<file path="config.mk">
export PLATFORM = sky130hd
export DESIGN_NAME = seg_scan_ctrl_flat
export DESIGN_NICKNAME = d
export VERILOG_FILES = /design/src/rtl/seg_scan_ctrl_pkg.sv /design/src/rtl/seg_scan_ctrl_if.sv /design/src/rtl/seg_scan_ctrl_decode.sv /design/src/rtl/seg_scan_ctrl.sv /design/src/flat_wrapper.sv
export SDC_FILE = /design/constraint.sdc
export NUM_CORES = 1
export LEC_CHECK = 0
export CORE_MARGIN = 5
export CORE_UTILIZATION = 54
export CTS_CLUSTER_DIAMETER = 80
export DETAILED_ROUTE_END_ITERATION = 6
export GPL_TIMING_DRIVEN = 1
export PLACE_DENSITY_LB_ADDON = 0.05
export SLEW_MARGIN = 20
export SYNTH_ARGS = -nofsm -noshare
export SYNTH_HDL_FRONTEND = slang
export SYNTH_HIERARCHICAL = 1
export SYNTH_SLANG_ARGS = --single-unit
</file>
<file path="constraint.sdc">
create_clock -name clk -period 2.9 [get_ports clk]
set_clock_uncertainty 0.05 [all_clocks]
set_input_delay 0.435 -clock clk [delete_from_list [all_inputs] [get_ports clk]]
set_output_delay 0.435 -clock clk [all_outputs]
set_load 0.02 [all_outputs]
</file>
<file path="src/rtl/seg_scan_ctrl_pkg.sv">
// Shared types and glyph constants for the seven-segment scan controller.
// All glyphs are active-low, bit 6 = segment a ... bit 0 = segment g.
package seg_pkg;

    typedef enum logic {
        BLANK = 1'b0,
        DRIVE = 1'b1
    } state_t;

    typedef struct packed {
        logic       blank;
        logic       dp;
        logic [3:0] value;
    } digit_t;

    localparam logic [6:0] SEG_OFF = 7'b1111111;

    localparam logic [6:0] GLYPH_0 = 7'b0000001;
    localparam logic [6:0] GLYPH_1 = 7'b1001111;
    localparam logic [6:0] GLYPH_2 = 7'b0010010;
    localparam logic [6:0] GLYPH_3 = 7'b0000110;
    localparam logic [6:0] GLYPH_4 = 7'b1001100;
    localparam logic [6:0] GLYPH_5 = 7'b0100100;
    localparam logic [6:0] GLYPH_6 = 7'b0100000;
    localparam logic [6:0] GLYPH_7 = 7'b0001111;
    localparam logic [6:0] GLYPH_8 = 7'b0000000;
    localparam logic [6:0] GLYPH_9 = 7'b0000100;
    localparam logic [6:0] GLYPH_A = 7'b0001000;
    localparam logic [6:0] GLYPH_B = 7'b1100000;
    localparam logic [6:0] GLYPH_C = 7'b0110001;
    localparam logic [6:0] GLYPH_D = 7'b1000010;
    localparam logic [6:0] GLYPH_E = 7'b0110000;
    localparam logic [6:0] GLYPH_F = 7'b0111000;

    // Power-up contents of both banks: dark digit showing 0.
    localparam digit_t DIGIT_RESET = '{blank: 1'b1, dp: 1'b0, value: 4'd0};

endpackage

</file>
<file path="src/rtl/seg_scan_ctrl_if.sv">
// Host-side write/commit bus of the scan controller.
interface seg_scan_ctrl_if #(
    parameter int NUM_DIGITS = 8
);
    localparam int AW = $clog2(NUM_DIGITS);

    logic          wr_en;
    logic [AW-1:0] wr_addr;
    logic [5:0]    wr_data;
    logic          commit;
    logic          commit_pending;
    logic          commit_done;

    modport master (
        output wr_en, wr_addr, wr_data, commit,
        input  commit_pending, commit_done
    );

    modport slave (
        input  wr_en, wr_addr, wr_data, commit,
        output commit_pending, commit_done
    );

endinterface

</file>
<file path="src/rtl/seg_scan_ctrl_decode.sv">
// 4-bit value to active-low seven-segment glyph.
// SEG_HEX_EN: when defined, 10..15 show A b C d E F; otherwise they are dark.
module seg_decode
    import seg_pkg::*;
(
    input  logic [3:0] value,
    output logic [6:0] glyph
);

    always_comb begin
        glyph = SEG_OFF;
        case (value)
            4'd0:    glyph = GLYPH_0;
            4'd1:    glyph = GLYPH_1;
            4'd2:    glyph = GLYPH_2;
            4'd3:    glyph = GLYPH_3;
            4'd4:    glyph = GLYPH_4;
            4'd5:    glyph = GLYPH_5;
            4'd6:    glyph = GLYPH_6;
            4'd7:    glyph = GLYPH_7;
            4'd8:    glyph = GLYPH_8;
            4'd9:    glyph = GLYPH_9;
`ifdef SEG_HEX_EN
            4'd10:   glyph = GLYPH_A;
            4'd11:   glyph = GLYPH_B;
            4'd12:   glyph = GLYPH_C;
            4'd13:   glyph = GLYPH_D;
            4'd14:   glyph = GLYPH_E;
            4'd15:   glyph = GLYPH_F;
`endif
            default: glyph = SEG_OFF;
        endcase
    end

endmodule

</file>
<file path="src/rtl/seg_scan_ctrl.sv">
// Multiplexed seven-segment scan controller with a shadow bank that is
// committed to the displayed bank only when digit 0 starts, so frames never tear.
module seg_scan_ctrl
    import seg_pkg::*;
#(
    parameter int NUM_DIGITS   = 8,
    parameter int DWELL_CYCLES = 100000,
    parameter int BLANK_CYCLES = 2000
) (
    input  logic                  clk,
    input  logic                  rst_n,
    seg_scan_ctrl_if.slave        host,
    output logic                  frame_start,
    output logic [NUM_DIGITS-1:0] an,
    output logic [6:0]            seg,
    output logic                  dp
);

    localparam int AW   = $clog2(NUM_DIGITS);
    localparam int MAXC = (DWELL_CYCLES > BLANK_CYCLES) ? DWELL_CYCLES : BLANK_CYCLES;
    localparam int CW   = (MAXC > 1) ? $clog2(MAXC) : 1;

    localparam logic [CW-1:0]         BLANK_LAST = CW'(BLANK_CYCLES - 1);
    localparam logic [CW-1:0]         DWELL_LAST = CW'(DWELL_CYCLES - 1);
    localparam logic [AW-1:0]         IDX_LAST   = AW'(NUM_DIGITS - 1);
    localparam logic [NUM_DIGITS-1:0] AN_ONE     = NUM_DIGITS'(1);

    state_t        state;
    logic [AW-1:0] idx;
    logic [CW-1:0] cnt;
    digit_t        shadow [NUM_DIGITS];
    digit_t        active [NUM_DIGITS];

    digit_t        entry;
    logic [6:0]    glyph;
    logic          wr_ok;
    logic          copy_now;

    assign wr_ok = host.wr_en && (int'(host.wr_addr) < NUM_DIGITS);

    // The copy edge must already show the committed digit 0, so look through
    // to the shadow bank (pre-write value) when a commit is about to land.
    assign copy_now = (idx == '0) && host.commit_pending;
    assign entry    = copy_now ? shadow[idx] : active[idx];

    seg_decode u_decode (
        .value (entry.value),
        .glyph (glyph)
    );

    always_ff @(posedge clk or negedge rst_n) begin
        if (!rst_n) begin
            state               <= BLANK;
            idx                 <= '0;
            cnt                 <= '0;
            an                  <= '1;
            seg                 <= SEG_OFF;
            dp                  <= 1'b1;
            frame_start         <= 1'b0;
            host.commit_pending <= 1'b0;
            host.commit_done    <= 1'b0;
            for (int i = 0; i < NUM_DIGITS; i++) begin
                shadow[i] <= DIGIT_RESET;
                active[i] <= DIGIT_RESET;
            end
        end else begin
            frame_start      <= 1'b0;
            host.commit_done <= 1'b0;

            if (host.commit)
                host.commit_pending <= 1'b1;
            if (wr_ok)
                shadow[host.wr_addr] <= digit_t'(host.wr_data);

            case (state)
                BLANK: begin
                    if (cnt == BLANK_LAST) begin
                        state <= DRIVE;
                        cnt   <= '0;
                        an    <= ~(AN_ONE << idx);
                        seg   <= entry.blank ? SEG_OFF : glyph;
                        dp    <= entry.blank | ~entry.dp;
                        if (idx == '0)
                            frame_start <= 1'b1;
                        if (copy_now) begin
                            active              <= shadow;
                            // a commit on the copy edge itself waits a frame
                            host.commit_pending <= host.commit;
                            host.commit_done    <= 1'b1;
                        end
                    end else begin
                        cnt <= cnt + 1'b1;
                    end
                end
                DRIVE: begin
                    if (cnt == DWELL_LAST) begin
                        state <= BLANK;
                        cnt   <= '0;
                        idx   <= (idx == IDX_LAST) ? '0 : idx + 1'b1;
                        an    <= '1;
                        seg   <= SEG_OFF;
                        dp    <= 1'b1;
                    end else begin
                        cnt <= cnt + 1'b1;
                    end
                end
                default: begin
                    state <= BLANK;
                    cnt   <= '0;
                end
            endcase
        end
    end

endmodule

</file>
<file path="src/flat_wrapper.sv">
// flat-port wrapper written by rule: the top's interface ports become plain ports
module seg_scan_ctrl_flat import seg_pkg::*;
#(
    parameter int NUM_DIGITS   = 8,
    parameter int DWELL_CYCLES = 100000,
    parameter int BLANK_CYCLES = 2000
)
  (clk, rst_n, frame_start, an, seg, dp, host_wr_en, host_wr_addr, host_wr_data, host_commit, host_commit_pending, host_commit_done);
  seg_scan_ctrl_if #(.NUM_DIGITS(NUM_DIGITS)) host_i ();
  input  logic clk;
  input  logic rst_n;
  output logic frame_start;
  output logic [NUM_DIGITS-1:0] an;
  output logic [6:0] seg;
  output logic dp;
  input wire logic [$bits(host_i.wr_en)-1:0] host_wr_en;
  input wire logic [$bits(host_i.wr_addr)-1:0] host_wr_addr;
  input wire logic [$bits(host_i.wr_data)-1:0] host_wr_data;
  input wire logic [$bits(host_i.commit)-1:0] host_commit;
  output wire logic [$bits(host_i.commit_pending)-1:0] host_commit_pending;
  output wire logic [$bits(host_i.commit_done)-1:0] host_commit_done;
  assign host_i.wr_en = host_wr_en;
  assign host_i.wr_addr = host_wr_addr;
  assign host_i.wr_data = host_wr_data;
  assign host_i.commit = host_commit;
  assign host_commit_pending = host_i.commit_pending;
  assign host_commit_done = host_i.commit_done;
  seg_scan_ctrl #(.NUM_DIGITS(NUM_DIGITS), .DWELL_CYCLES(DWELL_CYCLES), .BLANK_CYCLES(BLANK_CYCLES)) u_core (.clk(clk), .rst_n(rst_n), .host(host_i), .frame_start(frame_start), .an(an), .seg(seg), .dp(dp));
endmodule
</file>
==> results by stage, run 1 <==
Worst setup path:
- The critical path crosses 10 cells after its start point.
- The required time reported for the critical path endpoint is roughly 3200 ps.
- Together, buffers and inverters on the worst path number 2.
- The endpoint identified for the worst register-to-register timing path is u_core/seg[3].
- The launch point of the worst reg-to-reg path is u_core/idx[0].
- On the critical path, the stage with the largest delay is an instance of o21ai_1.
- The critical path launch point type is a flip-flop.
- The logic depth of the worst register-to-register path is 10.
- The cell family contributing the most delay on the critical path is compound AO/OA/AOI/OAI gates.
- The critical path start-end classification is flip-flop to flip-flop.
- STA classifies the critical path endpoint as a flip-flop.
- Walking the worst path, the cells encountered are buf_4 -> mux4_2 -> mux2i_1 -> o21ai_1 -> inv_1 -> ha_1 -> or2_1 -> a21oi_2 -> a31oi_1 -> o22a_1.
- The maximum fanout along the worst path is 10.
- STA puts the critical path data arrival time at 2790 ps.
- The delay of the slowest cell on the worst path is 400 ps.
- The setup slack of the worst register-to-register path is 400 ps.

Placement:
- Detailed placement ended at an HPWL of 8060 um.
- The count of buffers added on input and output ports is 31.
- The worst slack at placement is 145 ps.
- The final estimated routing congestion in global placement is 0.789.

Final layout:
- The post-layout utilization of the core is 65.0%.
- The library cells used most frequently in the layout, excluding fill and tap cells, are dfrtp_1, mux2_2, nor2_1.
- Cells with a size suffix above 1 make up 39.7% of the layout.
- The final layout contains 530 nets.
- The most common cell after layout, fill and taps aside is dfrtp_1.
- Counting the fill cells in the layout gives 872.
- From synthesis to final layout, the design area changed by 18.3%.
- The count of antenna diodes in the layout is 0.

Yosys:
- The number of synthesized register bits is roughly 140.
- dfrtp_1 takes more of the synthesized area than any other cell.
- Each instance of the synthesized netlist takes up on average 13.8 sq um.
- Counting flops with an async set or reset pin after synthesis yields a share of 100%.
- Counting distinct cell types in the post-synthesis netlist gives between 40 and 50.
- After technology mapping, the gate count stands at ~450.
- The number of enable flip-flop cells after synthesis is 0.
- The most instantiated flip-flop cell in the synthesis netlist is dfrtp_1.
- Summing every instance area after synthesis gives 6280 sq um.
- The area share of the largest cell type after synthesis is 41.4%.
- For this run, the register share of the synthesized area comes to around 55%.
- The net count of the mapped netlist is 479.
- Ranked by total cell area, the synthesized netlist is headed by dfrtp_1, mux2_2, dfstp_2.
- The number of warnings issued by yosys is 6.

Die:
- The core area is 11,400 sq um.
- The die width is about 120 um.
- The number of placement rows is 39.
- In this run the vertical extent of the chip is between 100 and 150 um.
- The number of ports placed on the die boundary is 32.
- The die outline area is 13,900 sq um.
- The initial utilization of the core area, before any placement, comes to 55.0%.

Timing:
- The count of final hold-check violations came to 0.
- The minimum setup slack in the final design is 402 ps.
- The highest clock frequency the design can meet is between 400 and 500 MHz.
- The setup TNS after final layout is 0 ps.
- The slew at the pin closest to its max-slew limit is 599 ps.
- The part of the cycle the worst path needs is ~86%.
- The routed design could run at a clock period as short as approximately 2500 ps.
- Setup repair after global routing left no endpoint under its margin.
- The count of pins over their slew limit is 0.
- The number of endpoints failing setup at the final stage is 0.
- The hold slack is 412 ps.
- The normalized max-slew margin is 60.0%.

Power:
- The analysis attributes to cell leakage a power of 3.27 nW.
- The maximum ir drop on the vdd rail is 762 uV.
- The power per cell area is around 630 nW/um^2.
- The total chip power is around 4.7 mW.

Min path:
- The path class of the tightest hold or removal check is flip-flop to flip-flop.
- The launch point of the worst hold path is u_core/cnt[0].
- For hold timing, the worst endpoint is u_core/cnt[0].
- The cell count of the worst hold path is 1.

CTS:
- The CTS buffer count is 17.
- The clock input transition at the sequential cells of the worst setup and hold paths is around 60 ps.
- The clock passes through at most 2 buffers.
- The cell chosen for the clock root is clkbuf_16.
- CTS saw 136 sinks.
- The clock tree from TritonCTS is built.
- At the later pin of the worst-skew pair, clock insertion delay measures 410 ps.
- The number of H-tree levels is 4.

Route:
- The number of remaining DRC errors is 0.
- After detailed routing, the average wire length per cell comes to 17.8 um.
- For this run, the detailed router's first-pass iteration total came to 4.
- The number of DRC violations after detailed-routing iteration 0 is 239.
- Dividing the detail-routed via count by the number of cells gives 5.66.
- The post-detailed-route count of antenna-violating nets is 0.
- The wire length after detailed routing is about 12,000 um.
- The via count is roughly 3.7k.

Global routing:
- The maximum number of pins on one net before global-route repair is between 40 and 50.
- The total global routing track utilization is between 10% and 20%.
- The overall overflow remaining after global route is 0.
- The first-pass GRT wire length is between 15,000 and 20,000 um.
- The initial antenna violation count came to 0.
- The via count of the first global-routing pass is 3,821.

Job:
- Max-cap violations in this run came to 0.

Run status:
- The run finished with clean final reports.
==> worst max path at each step <==
stage | slack [ps] | end | from
finish | 400 | u_core/seg[3] | u_core/idx[0]
global route | 130 | u_core/seg[5] | u_core/idx[1]
CTS | 130 | u_core/seg[3] | u_core/idx[0]
detailed placement | 140 | u_core/seg[3] | u_core/idx[0]
global placement | 220 | u_core/seg[3] | u_core/idx[0]
floorplan | 160 | u_core/seg[3] | u_core/idx[0]
==> metal layers <==
layer | part of all wire, % | up-vias | global-route usage (%)
met5 | 0 | - | 0
met4 | 1.2 | 0 | 5.88
met3 | 3.6 | 17 | 5.19
met2 | 47 | 58 | 27.2
met1 | 48 | 1906 | 24.8
li1 | - | 1748 | -
==> worst register-to-register path, delay by kind of cell (launching register included) <==
kind            cells  cell delay [ps]
flops               1              390
compound gates      4              770
fa+ha+maj           1              200
simple gates        1              220
mux                 2              400
buf+inv             2              370
==> cells by family (layout without fill, tap and decap cells) <==
group / count (synthesis) / count (layout) / synth area share, %
AOI/OAI and AO/OA: 38 / 38 / 3.99
xor gates and xnor gates: 15 / 15 / 2.09
adders and majority gates: 12 / 12 / 2.39
buffers and inverters: 28 / 90 / 2.19
DFF: 136 / 136 / 54.8
muxes: 123 / 123 / 26.0
and+or+nand+nor: 102 / 102 / 8.53
==> final cells by class <==
| class | instances | area (sq um) | share of cell area [%] |
|---|---|---|---|
| clock buffer | 19 | 453 | 6.10 |
| inverter | 9 | 33.8 | 0.455 |
| timing repair buffer | 51 | 485 | 6.54 |
| clock inverter | 11 | 126 | 1.70 |
| tap | 143 | 179 | 2.41 |
| sequential | 136 | 3440 | 46.4 |
| multi-input combinational | 290 | 2710 | 36.4 |
==> cell usage after synthesis (2+ instances only) <==
| master | count |
|---|---|
| nor4_1 | 3 |
| nor2_1 | 35 |
| nand4b_1 | 5 |
| buf_2 | 5 |
| mux2i_1 | 7 |
| nor4b_2 | 2 |
| o21ai_0 | 12 |
| buf_6 | 3 |
| and3_1 | 5 |
| clkbuf_1 | 10 |
| dfstp_2 | 32 |
| xor2_1 | 3 |
| nor3b_1 | 2 |
| nor3_1 | 5 |
| xnor2_1 | 12 |
| o22a_1 | 8 |
| mux4_2 | 16 |
| nand4_1 | 4 |
| mux2_2 | 80 |
| dfrtp_1 | 104 |
| a21oi_1 | 6 |
| or3_1 | 2 |
| ha_1 | 12 |
| mux2_4 | 20 |
| nor2b_1 | 4 |
| nand2b_1 | 5 |
| inv_1 | 8 |
| nand3_1 | 6 |
| nand2_1 | 17 |
| a31oi_1 | 8 |
==> power by group <==
part,total (mW),internal [mW],leakage [nW],switching [mW]
Clock,2.09,1.30,0.273,0.788
Sequential,2.16,2.07,1.69,0.0905
Combinational,0.406,0.224,1.31,0.182
==> timing repair <==
action,CTS,global route
hold buffers,1,0
hold endpoints to repair,30,0
setup endpoints to repair,0,3
gates resized for setup,0,2
buffers inserted,0,0
==> through the flow <==
stage	cell area [sq um]	cells
5_1_grt	7430	659
3_5_place_dp	6840	628
3_3_place_gp	6840	628
2_1_floorplan	6280	454
6_report	7430	659
4_1_cts	7430	659
==> sequential cells by signal (all words and copies together), names as in the netlist, 3 cells and up <==
name / cells
u_core/active: 48
u_core/shadow: 48
u_core/cnt: 17
u_core/an: 8
u_core/seg: 7
u_core/idx: 3
No activity file was read; power rests on OpenSTA's default activity.
==> run 2, diff against run 1 <==
- CAP_MARGIN: default -> 20
- clock period: 2.9 -> 2.8 ns (I/O delays scaled with it)
==> run 2 against run 1 <==
- sequential share of layout area is 0.47 points higher
- sequential power up 4%
- fmax shrank 0.85%
- total power is 0.11% lower
- clock-buffer cell count grew 2
- die area unchanged
- first-iteration DRC count increased by 9.6%
- critical path type unchanged
- critical endpoint is now u_core/seg[5]
- largest power group unchanged
- highest routed layer unchanged
==> results by stage, run 2 (synthesis results as in run 1) <==
Timing:
- In the post-route analysis, the smallest setup slack over all paths is 280 ps.
- After layout, the worst path uses between 80% and 90% of the clock period.
- The count of pins over their slew limit is 0.
- The slew at the pin closest to its max-slew limit is between 700 and 800 ps.
- The count of final hold-check violations was 0.
- Headroom to the max-slew limit came out at just under 50%.
- The highest clock frequency the design can meet is 397 MHz.
- The setup TNS after final layout is 0 ps.
- Setup violations remaining at the end of the flow were counted as 0.
- The clock period minus worst slack is 2520 ps.
- Setup repair after global routing left no endpoint under its margin.

Power:
- The completed layout was analyzed and its total power is 4.65 mW.
- The static power due to leakage is 3.23 nW.
- The power per cell area is 632 nW/um^2.
- VDD sags by at most 530 uV.

Placement:
- The number of placed instances, taps included, is ~630.
- Before CTS, the worst setup slack after placement is 256 ps.
- The HPWL after detailed placement is about 7900 um.
- The number of buffers inserted by port buffering is 31.
- The final estimated routing congestion in global placement is 0.792.

Run status:
- The flow ran to the end, and the final reports show no timing, DRC or antenna violations.

CTS:
- The number of buffers on the longest clock path is 2.
- The clock tree from TritonCTS is built.
- The number of setup buffers added after CTS is 0.
- In this run, post-CTS repair resized a total of 0 instances.
- The clock latency of the later-clocked register in the worst-skew pair is 420 ps.
- The total of hold buffers inserted after clock tree synthesis is 0.
- The clock input transition at the sequential cells of the worst setup and hold paths is 60 ps.
- Clock tree synthesis found a total of about 140 sinks.
- The number of H-tree levels is 4.
- TritonCTS created 17 clock buffers.
- The cell chosen for the clock root is clkbuf_16.

Final layout:
- The largest registers in the layout are u_core/active x48, u_core/shadow x48, u_core/cnt x17.
- In the layout the commonest cells are dfrtp_1, mux2_2, nor2_1.
- The repair_antennas step left the layout with diodes totalling 0.
- The post-layout net count is 528.
- At the end of the flow the core is filled with cells to 64.4%.
- Fill cells in the final layout number 875.
- Leaving out fill and tap cells, the most frequent cell in the layout is dfrtp_1.
- The relative area change from synthesis to final layout is 17.1%.
- The post-layout instance count excluding filler cells is approximately 660.
- Cells with a size suffix above 1 make up 39.5% of the layout.

Worst setup path:
- The cell family contributing the most delay on the critical path is compound AO/OA/AOI/OAI gates.
- Together, buffers and inverters on the worst path number 2.
- The kind of capture point of the worst setup path is a flip-flop.
- For this run, the slowest stage of the critical path takes about 460 ps.
- The worst setup path is launched from a flip-flop.
- The critical path start-end classification is flip-flop to flip-flop.
- The cell at the slowest stage of the critical path is o21ai_0.
- The maximum fanout along the worst path is 14.
- By instance count, the cell type seen most on the critical path is o21ai_0.
- The data arrival time of the critical path is ~2800 ps.
- The critical path goes through buf_4 -> mux4_2 -> mux2i_1 -> o21ai_0 -> inv_1 -> ha_1 -> o21ai_0 -> o21ai_0 -> o22a_1.
- The required time reported for the critical path endpoint is 3090 ps.

Global routing:
- The via count of the first global-routing pass came to 3,986.
- The initial antenna violation count came to 0.
- The total global routing track utilization is 18.1%.
- For this run the aggregate overflow at the end of global routing stands at 0.
- The first-pass GRT wire length is around 20,000 um.
- The maximum number of pins on one net before global-route repair is 55.

Die:
- For this design the top-level I/O count stands at 32.
- The die outline area is 13,900 sq um.
- In this run the standard cell core region covers 11,400 sq um.
- The starting density of the core is between 50% and 60%.
- The number of placement rows is 39.
- The die width is roughly 120 um.
- The die boundary height is 118 um.

Route:
- The number of remaining DRC errors is 0.
- The first-pass iteration count of the detailed router is 4.
- Dividing the detail-routed via count by the number of cells gives around 5.6.
- The via count is approximately 3.7k.
- The number of DRC violations after detailed-routing iteration 0 is 262.
- The post-detailed-route count of antenna-violating nets is 0.
- The final layout contains routed wiring with a total length of 11,700 um.
- After detailed routing, the average wire length per cell comes to 17.7 um.

Min path:
- The classification of the worst-slack hold path is primary input to asynchronous set/reset pin.

Job:
- Across the run, the number of max-cap violations was 0.
[run 2: final timing paths]
kind | start | to | slack, ps | cells after the start
worst max-delay path | u_core/idx[0] | u_core/seg[5] | 280 | 9
worst max register to register | u_core/idx[0] | u_core/seg[5] | 280 | 9
max in group asynchronous | rst_n | u_core/active[26] | 1760 | 2
min in group clk | u_core/cnt[0] | u_core/cnt[0] | 410 | 1
worst min-delay path | rst_n | u_core/cnt[7] | 9 | 1
worst min register to register | u_core/cnt[0] | u_core/cnt[0] | 410 | 1
[run 2: where the power goes]
group	internal, mW	switching, mW
combinational	0.234	0.190
sequential	2.14	0.0970
clock	1.17	0.812
total	3.55	1.10
[run 2: final cells by class]
type / instances / area (sq um) / share of cell area, %
timing repair buffer: 49 / 455 / 6.19
inverter: 9 / 33.8 / 0.459
clock buffer: 21 / 460 / 6.26
sequential: 136 / 3440 / 46.8
multi-input combinational: 290 / 2710 / 36.8
tap: 143 / 179 / 2.43
clock inverter: 11 / 75.1 / 1.02
[run 2: worst register-to-register path, stage by stage, from the launching register on]
cell and delay [ps]:
dfrtp_1 390, buf_4 220, mux4_2 350, mux2i_1 60, o21ai_0 460, inv_1 170
ha_1 340, o21ai_0 140, o21ai_0 100, o22a_1 160
[run 2: through the flow]
stage	hold slack [ps]	cell area (sq um)
after floorplan	74.4	6280
after global placement	395	6820
after detailed placement	409	6820
after CTS	22.0	7350
after global routing	42.7	7350
final	9.43	7350
[run 2: per-layer routing]
layer | GRT usage (%) | wire [um] | up-vias
met2 | 28.4 | 5510 | 58
met1 | 23.6 | 5560 | 1860
met5 | 0 | 0 | -
met4 | 7.24 | 169 | 0
li1 | - | - | 1746
met3 | 5.53 | 410 | 14
